File: src/rtl/fpga.sv
// Shared serial-bus transmitter: round-robin arbitration over 16 senders,
// each granted 77-bit frame is latched and shifted out MSB-first on bus_out.
module fpga (
  input  logic        clock,
  input  logic        reset,
  input  logic [3:0]  CRC1,  CRC2,  CRC3,  CRC4,  CRC5,  CRC6,  CRC7,  CRC8,
  input  logic [3:0]  CRC9,  CRC10, CRC11, CRC12, CRC13, CRC14, CRC15, CRC16,
  input  logic [63:0] Data1,  Data2,  Data3,  Data4,  Data5,  Data6,  Data7,  Data8,
  input  logic [63:0] Data9,  Data10, Data11, Data12, Data13, Data14, Data15, Data16,
  input  logic [3:0]  receiverAddr1,  receiverAddr2,  receiverAddr3,  receiverAddr4,
  input  logic [3:0]  receiverAddr5,  receiverAddr6,  receiverAddr7,  receiverAddr8,
  input  logic [3:0]  receiverAddr9,  receiverAddr10, receiverAddr11, receiverAddr12,
  input  logic [3:0]  receiverAddr13, receiverAddr14, receiverAddr15, receiverAddr16,
  input  logic [15:0] mod,
  output logic        bus_out
);
  localparam int FRAME_W = 77;
  localparam logic [6:0] LAST_CNT = 7'd76;

  typedef enum logic {IDLE, SEND} state_t;

  state_t              r_state, w_next;
  logic [FRAME_W-1:0]  r_shift, w_frame;
  logic [6:0]          r_cnt;
  logic [3:0]          r_ptr, w_win, w_idx;
  logic                w_found;

  logic [15:0][63:0]   w_data;
  logic [15:0][3:0]    w_crc, w_raddr;

  // Element 0 holds sender 1.
  assign w_data  = {Data16, Data15, Data14, Data13, Data12, Data11, Data10, Data9,
                    Data8,  Data7,  Data6,  Data5,  Data4,  Data3,  Data2,  Data1};
  assign w_crc   = {CRC16, CRC15, CRC14, CRC13, CRC12, CRC11, CRC10, CRC9,
                    CRC8,  CRC7,  CRC6,  CRC5,  CRC4,  CRC3,  CRC2,  CRC1};
  assign w_raddr = {receiverAddr16, receiverAddr15, receiverAddr14, receiverAddr13,
                    receiverAddr12, receiverAddr11, receiverAddr10, receiverAddr9,
                    receiverAddr8,  receiverAddr7,  receiverAddr6,  receiverAddr5,
                    receiverAddr4,  receiverAddr3,  receiverAddr2,  receiverAddr1};

  // r_ptr is the first sender examined; it sits one past the last grant.
  always_comb begin
    w_win   = '0;
    w_idx   = '0;
    w_found = 1'b0;
    for (int k = 0; k < 16; k++) begin
      w_idx = r_ptr + 4'(k);
      if (!w_found && mod[w_idx]) begin
        w_win   = w_idx;
        w_found = 1'b1;
      end
    end
  end

  assign w_frame = {1'b1, w_win, w_raddr[w_win], w_data[w_win], w_crc[w_win]};

  always_ff @(posedge clock or posedge reset) begin
    if (reset) r_state <= IDLE;
    else       r_state <= w_next;
  end

  always_comb begin
    w_next = r_state;
    case (r_state)
      IDLE:    if (w_found) w_next = SEND;
      SEND:    if (r_cnt == LAST_CNT) w_next = IDLE;
      default: w_next = IDLE;
    endcase
  end

  // Start bit goes out on the grant edge; r_shift then holds the remaining 76 bits.
  always_ff @(posedge clock or posedge reset) begin
    if (reset) begin
      bus_out <= 1'b0;
      r_shift <= '0;
      r_cnt   <= '0;
      r_ptr   <= '0;
    end else begin
      case (r_state)
        IDLE: begin
          if (w_found) begin
            bus_out <= w_frame[FRAME_W-1];
            r_shift <= {w_frame[FRAME_W-2:0], 1'b0};
            r_cnt   <= '0;
            r_ptr   <= w_win + 4'd1;
          end else begin
            bus_out <= 1'b0;
          end
        end
        SEND: begin
          if (r_cnt == LAST_CNT) begin
            bus_out <= 1'b0;
          end else begin
            bus_out <= r_shift[FRAME_W-1];
            r_shift <= {r_shift[FRAME_W-2:0], 1'b0};
            r_cnt   <= r_cnt + 7'd1;
          end
        end
        default: bus_out <= 1'b0;
      endcase
    end
  end
endmodule

File: config.mk
export PLATFORM = sky130hd
export DESIGN_NAME = fpga
export DESIGN_NICKNAME = d
export VERILOG_FILES = /design/src/rtl/fpga.sv
export SDC_FILE = /design/constraint.sdc
export NUM_CORES = 1
export LEC_CHECK = 0
export ABC_AREA = 1
export BUFFER_PORTS_ARGS = -buffer_cell sky130_fd_sc_hd__buf_2
export CORE_AREA = 2 2 458 460
export DETAILED_ROUTE_END_ITERATION = 7
export DIE_AREA = 0 0 460 462
export PLACE_DENSITY_LB_ADDON = 0.05
export SKIP_CTS_REPAIR_TIMING = 1
export SLEW_MARGIN = 20
export SYNTH_ARGS = -nofsm -noshare
export SYNTH_HDL_FRONTEND = slang
export SYNTH_SLANG_ARGS = --single-unit
File: constraint.sdc
create_clock -name clock -period 12.2 [get_ports clock]
set_input_delay 1.22 -clock clock [delete_from_list [all_inputs] [get_ports clock]]
set_output_delay 1.22 -clock clock [all_outputs]
set_load 0.01 [all_outputs]
# [Word-level counts from Yosys, hierarchy flattened]
# Cells that the tools add are included.
# W data, S select, Z words.
[word_totals] out_inout_bits=1 in_bits=1170 ff_bits=90 wordCells=156
[op_classes] n_addsub=17 n_lt_le_gt_ge=17 muxes=81 bitwise=1 reduce_logical=32 eq_ne=3
[op_table] cell="$bmux W64 S4" count=1
[op_table] cell="$mux W77" count=2
[op_table] cell="$pmux W77 S2" count=1
[op_table] cell="$lt A4 B5 Y1 const B" count=17
[op_table] cell="$mux W4" count=18
[op_table] cell="$bmux W1 S4" count=16
[op_table] cell="$mux W64" count=1
[op_table] cell="$mux W1" count=35
[op_table] cell="$add A4 B4 Y4 const B" count=8
[op_table] cell="$bmux W4 S4" count=2
[op_table] cell="$add A4 B3 Y4 const B" count=4
[op_table] cell="$logic_and A1 B1 Y1" count=15
[op_table] cell="$logic_not A1 Y1" count=15
[op_table] cell="$mux W7" count=2
[op_table] cell="$pmux W7 S2" count=1
[op_table] cell="$add A4 B1 Y4 const B" count=2
[op_table] cell="$add A4 B2 Y4 const B" count=2
[op_table] cell="$add A7 B1 Y7 const B" count=1
[op_table] cell="$eq A7 B7 Y1 const B" count=1
[op_table] cell="$ne A2 B2 Y1 const B" count=2
[op_table] cell="$pmux W1 S2" count=2
[op_table] cell="$reduce_and A2 Y1" count=2
[op_table] cell="$not A1 Y1" count=1

# [Logic depth before layout (Yosys ltp)]
[logic_depth] word_depth=52 mapped_depth=35 depth_no_buf=32

# [Least setup slack after synthesis]
# Ideal clock, no wire load.
[synth_path] path_kind="input-to-reg" startpoint="input port mod[11]" endpoint="register r_ptr[1]" stages=22 slack_ns=8.293 setup_time_ns=0.130 n_path_buf=2 arrival_time_ns=3.777 required_ns=12.070 path_cell_list="nand2_1 nand3_1 nand3_1 nand2_1 nand2_1 nand2_2 nor2_4 nand4_2 nor2_4 nand4_2 nor2_4 nand4_2 nor2_4 nor2_1 nand2_1 nand2_1 a21oi_4 buf_2 buf_2 ha_1 nand2_1 o21ai_0"
[synth_via] elab_chain_len=49 elab_cells_between_ends=96 classes_between="1 x add/sub; 64 x mux; 31 x reduce/logical"
[synth_rtl] element="start: declaration" line="14" source="input logic [15:0] mod,"
[synth_rtl] element="$bmux W1 S4" line="48" source="if (!w_found && mod[w_idx]) begin"
[synth_rtl] element="$mux W1 (not written as such)" line="48"
[synth_rtl] element="$mux W1" line="48"
[synth_rtl] element="$logic_not A1 Y1" line="48"
[synth_rtl] element="$logic_and A1 B1 Y1" line="48"
[synth_rtl] element="$mux W1" line="48"
[synth_rtl] element="$logic_not A1 Y1" line="48"
[synth_rtl] element="$logic_and A1 B1 Y1" line="48"
[synth_rtl] element="[... 33 more ...]"
[synth_rtl] element="$mux W1" line="48"
[synth_rtl] element="$logic_not A1 Y1" line="48"
[synth_rtl] element="$logic_and A1 B1 Y1" line="48"
[synth_rtl] element="$mux W1" line="48"
[synth_rtl] element="$logic_not A1 Y1" line="48"
[synth_rtl] element="$logic_and A1 B1 Y1" line="48"
[synth_rtl] element="$mux W4 / $mux W1 (equally long branches)" line="48"
[synth_rtl] element="$add A4 B1 Y4 / $reduce_and A2 Y1 (equally long branches)"
[synth_rtl] element="end signal: assignment" line="85" source="r_ptr <= w_win + 4'd1;"
[synth_rtl] element="end: declaration" line="25" source="logic [3:0] r_ptr, w_win, w_idx;"
# Several ways; a longest one is shown, not always the timed one. The select of a mux whose other input is x is not followed.
# A chain may end at the register's enable or synchronous reset.

# [Final worst setup path]
[layout_path] startpoint="register r_ptr[0]" endpoint="register r_shift[72]"
[layout_via] elab_chain_len=52 elab_cells_between_ends=115 classes_between="15 x add/sub; 1 x eq/ne; 68 x mux; 31 x reduce/logical"
[layout_rtl] element="branches (longest 52 deep; another with $add A4 B1 Y4)"
[layout_rtl] element="end signal: assignment" line="83" source="r_shift <= {w_frame[FRAME_W-2:0], 1'b0};"
[layout_rtl] element="end signal: assignment" line="95" source="r_shift <= {r_shift[FRAME_W-2:0], 1'b0};"
[layout_rtl] element="end: declaration" line="23" source="logic [FRAME_W-1:0] r_shift, w_frame;"
# Parallel ways; which one is timed is not known. The select of a mux whose other input is x is not followed.

==> impl_metrics.py <==
metrics = {
    "setup_path": {
        "arrival_ns": 7.99,
        "cp_max_fo": 77,
        "cp.required_ns": 12.53,
        "cp-startpoint": "r_ptr[0]",
        "r2r_cells": 26,
        "r2r_end": "r_shift[72]",
        "endpoint_kind": "register",
        "setup.worst_path.start_class": "register",
        "rrSetupSlack_ns": 4.54,
        "crit_slowest_cell": "dfrtp_1",
        "slowest_delay_ns": 0.93,
        "crit_end": "r_shift[72]",
        "critPathKind": "register to register",
        "critPathTopFamily": "simple AND/OR/NAND/NOR gates",
        "cp_num_buf_inv": 5,
        "path_depth": 26,
        "rr_startpoint": "r_ptr[0]",
    },
    "synth": {
        "ys_top_cells_by_area": "nand3_1 32%, nand2_1 28%, dfrtp_1 12%",
        "yosys-top-cells-count": "1,439 x nand2_1, 1,242 x nand3_1, 305 x inv_1, 199 x buf_2, 105 x clkbuf_1",
        "yosysMostFrequentCell": "nand2_1",
        "synthSimpleGateAreaFrac_pct": 69.7,
        "ys_seq_area_share_pct": 11.5,
        "syn_inst": 3833,
        "synth_ff_type": "dfrtp_1",
        "yosys.area_share.adder_pct": 0.648,
        "synth_warnings": 0,
        "synthMuxAreaShare_pct": 0,
        "synth-compound-area-share_pct": 3.27,
        "synthXorXnorAreaFrac_pct": 0.622,
        "yosys_register_bits": 89,
        "synth_top_area_share_pct": 32.2,
        "syn_area_sq_um": 19300,
        "ys_async_sr_fraction_pct": 100,
        "yosysTopAreaCell": "nand3_1",
        "synth_nets": 5013,
        "syn_avg_cell_area_sq_um": 5.04,
        "synth_cell_type_count": 38,
        "synth_edf_count": 0,
        "synth_top_family_by_area": "simple AND/OR/NAND/NOR gates",
    },
    "drt": {
        "vias": 29300,
        "avgViaCountPerCell": 3.92,
        "drt-pass1-iter-count": 5,
        "wl_per_cell_um": 25.8,
        "drc_errors": 0,
        "postRouteAntennaNets": 0,
        "routed_wl_um": 193000,
        "drt_iter0_markers": 1536,
    },
    "power": {
        "p_per_area_nw_per_um2": 58.2,
        "p_leak_uw": 0.0152,
        "ir_drop_mv": 0.0692,
    },
    "placed_design": {
        "hpwl_um": 153000,
        "placed_cell_area_sq_um": 27600,
        "portBuffers": 1170,
        "globalplace.congestion": 0.817,
    },
    "die": {
        "io_pins": 1171,
        "fp-row-count": 168,
        "die_x_um": 460,
        "initial_core_util_pct": 9.28,
        "die_y_um": 462,
        "coreArea_sq_um": 208000,
        "dieArea_sq_um": 213000,
    },
    "sta": {
        "setup_viol": 0,
        "maxSlewViolCount": 0,
        "max_slew_margin_pct": 29.4,
        "hold_viol_final": 0,
        "fin_crit_sh_pct": 62.8,
        "layout_min_cycle_time_ns": 7.66,
        "fin_worst_skew_ns": 0.00943,
        "tns_ns": 0,
        "worstMarginPinSlew_ns": 1.06,
        "rsz0062_at_grt": "false",
        "clock.fmax_mhz": 131,
    },
    "finish": {
        "drive_gt1_share_pct": 28.3,
        "syn_to_final_growth_pct": 44.8,
        "stdcell_area_sq_um": 28000,
        "fin_nets": 5910,
    },
    "job": {
        "max-cap-violations": 0,
    },
    "grt": {
        "antenna_found_initial": 144,
        "grt_overflow": 0,
        "grt_usage_pct": 17.3,
        "grt_max_degree": 151,
        "grt_pass1_wl_um": 258000,
        "grt_pass1_vias": 30700,
    },
    "status": {
        "status": "finished clean",
    },
    "cts": {
        "clkLatencyLatePin_ns": 0.39,
        "clk_pin_slew_ns": 0.08,
        "cts_sinks": 89,
        "cts_tree": "yes",
        "cts_root_buf": "clkbuf_16",
        "clock_path_buffers": 2,
        "htree_levels": 3,
        "cts_made_buffers": 9,
    },
    "min_path": {
        "hp-class": "register to register",
    },
}
-- worst min path at each step --
stage                  end  cells after the start        start
6_report        r_shift[1]                      2   r_shift[1]
5_1_grt         r_shift[1]                      2   r_shift[1]
4_1_cts        r_shift[75]                      2  r_shift[75]
3_5_place_dp   r_shift[75]                      2  r_shift[75]
3_3_place_gp   r_shift[75]                      2  r_shift[75]
2_1_floorplan   r_shift[1]                      2   r_shift[1]
-- cells by family (layout without fill, tap and decap cells) --
family / count (synthesis) / in the layout
and+or+nand+nor: 2957 / 2957
AOI/OAI and AO/OA: 118 / 118
buffers and inverters: 647 / 1549
DFF: 89 / 89
xor gates and xnor gates: 12 / 12
adders and majority gates: 10 / 10
other: 0 / 31
-- metal layers --
metal / part of all wire [%] / vias up / global-route usage (%) / wire, um
met1: 40 / 13900 / 20.0 / 78000
li1: - / 14300 / - / -
met5: 0.32 / - / 0 / 609
met4: 0.98 / 100 / 1.23 / 1890
met2: 54 / 819 / 33.6 / 103000
met3: 4.8 / 232 / 3.43 / 9260
-- state kept, by name (all words and copies together) (netlist names) --
signal,flops
r_ptr,4
r_state,1
bus_out,1
r_shift,76
r_cnt,7
-- through the flow --
step / util [%] / std cells / setup WS, ns / total power [uW] / hold slack (ns)
global route: 13.4 / 7469 / 3.80 / 1770 / 0.543
detailed placement: 13.2 / 7439 / 4.27 / 1340 / 0.477
finish: 13.4 / 7486 / 4.54 / 1630 / 0.498
CTS: 13.4 / 7455 / 4.25 / 1700 / 0.497
global placement: 13.2 / 7439 / 4.34 / 1350 / 0.474
floorplan: - / 3833 / 8.29 / 801 / 0.449
-- area by class of cell --
cell class | instances | area [sq um]
Antenna cell | 31 | 77.6
Fill cell | 25200 | 180000
Clock inverter | 5 | 78.8
Timing Repair Buffer | 1214 | 6300
Inverter | 319 | 1200
Sequential cell | 89 | 2230
Tap cell | 2720 | 3400
Multi-Input combinational cell | 3097 | 14400
Clock buffer | 11 | 243
-- cell usage in the layout, fill, tap and decap left out, types with 3 or more instances in the layout --
cell type	count
ha_1	10
clkbuf_16	9
or2_2	71
dfrtp_1	88
buf_2	1170
buf_4	35
o21ai_0	16
a21oi_1	81
nand3b_1	104
inv_1	303
xnor2_1	4
o21ai_1	8
nand2_1	1435
buf_12	9
nor2_1	29
nand4_2	4
nand2_2	3
o211ai_1	3
nor2_4	5
o21a_1	4
nand4_1	51
nand2_4	3
diode_2	31
xor2_1	6
clkinv_2	4
nand3_1	1242
inv_2	10
-- worst register-to-register path, delay by kind of cell, from the launching register on --
kind / cells / cell delay [ns]
flops: 1 / 0.93
fa+ha+maj: 1 / 0.59
buf+inv: 5 / 1.56
simple gates: 20 / 4.50
-- power by group --
| group | total (uW) | internal, uW | switching [uW] |
|---|---|---|---|
| clock network | 338 | 185 | 152 |
| registers | 302 | 299 | 2.70 |
| logic | 986 | 339 | 647 |
| total | 1630 | 824 | 802 |
(Power assumes the default switching activity.)
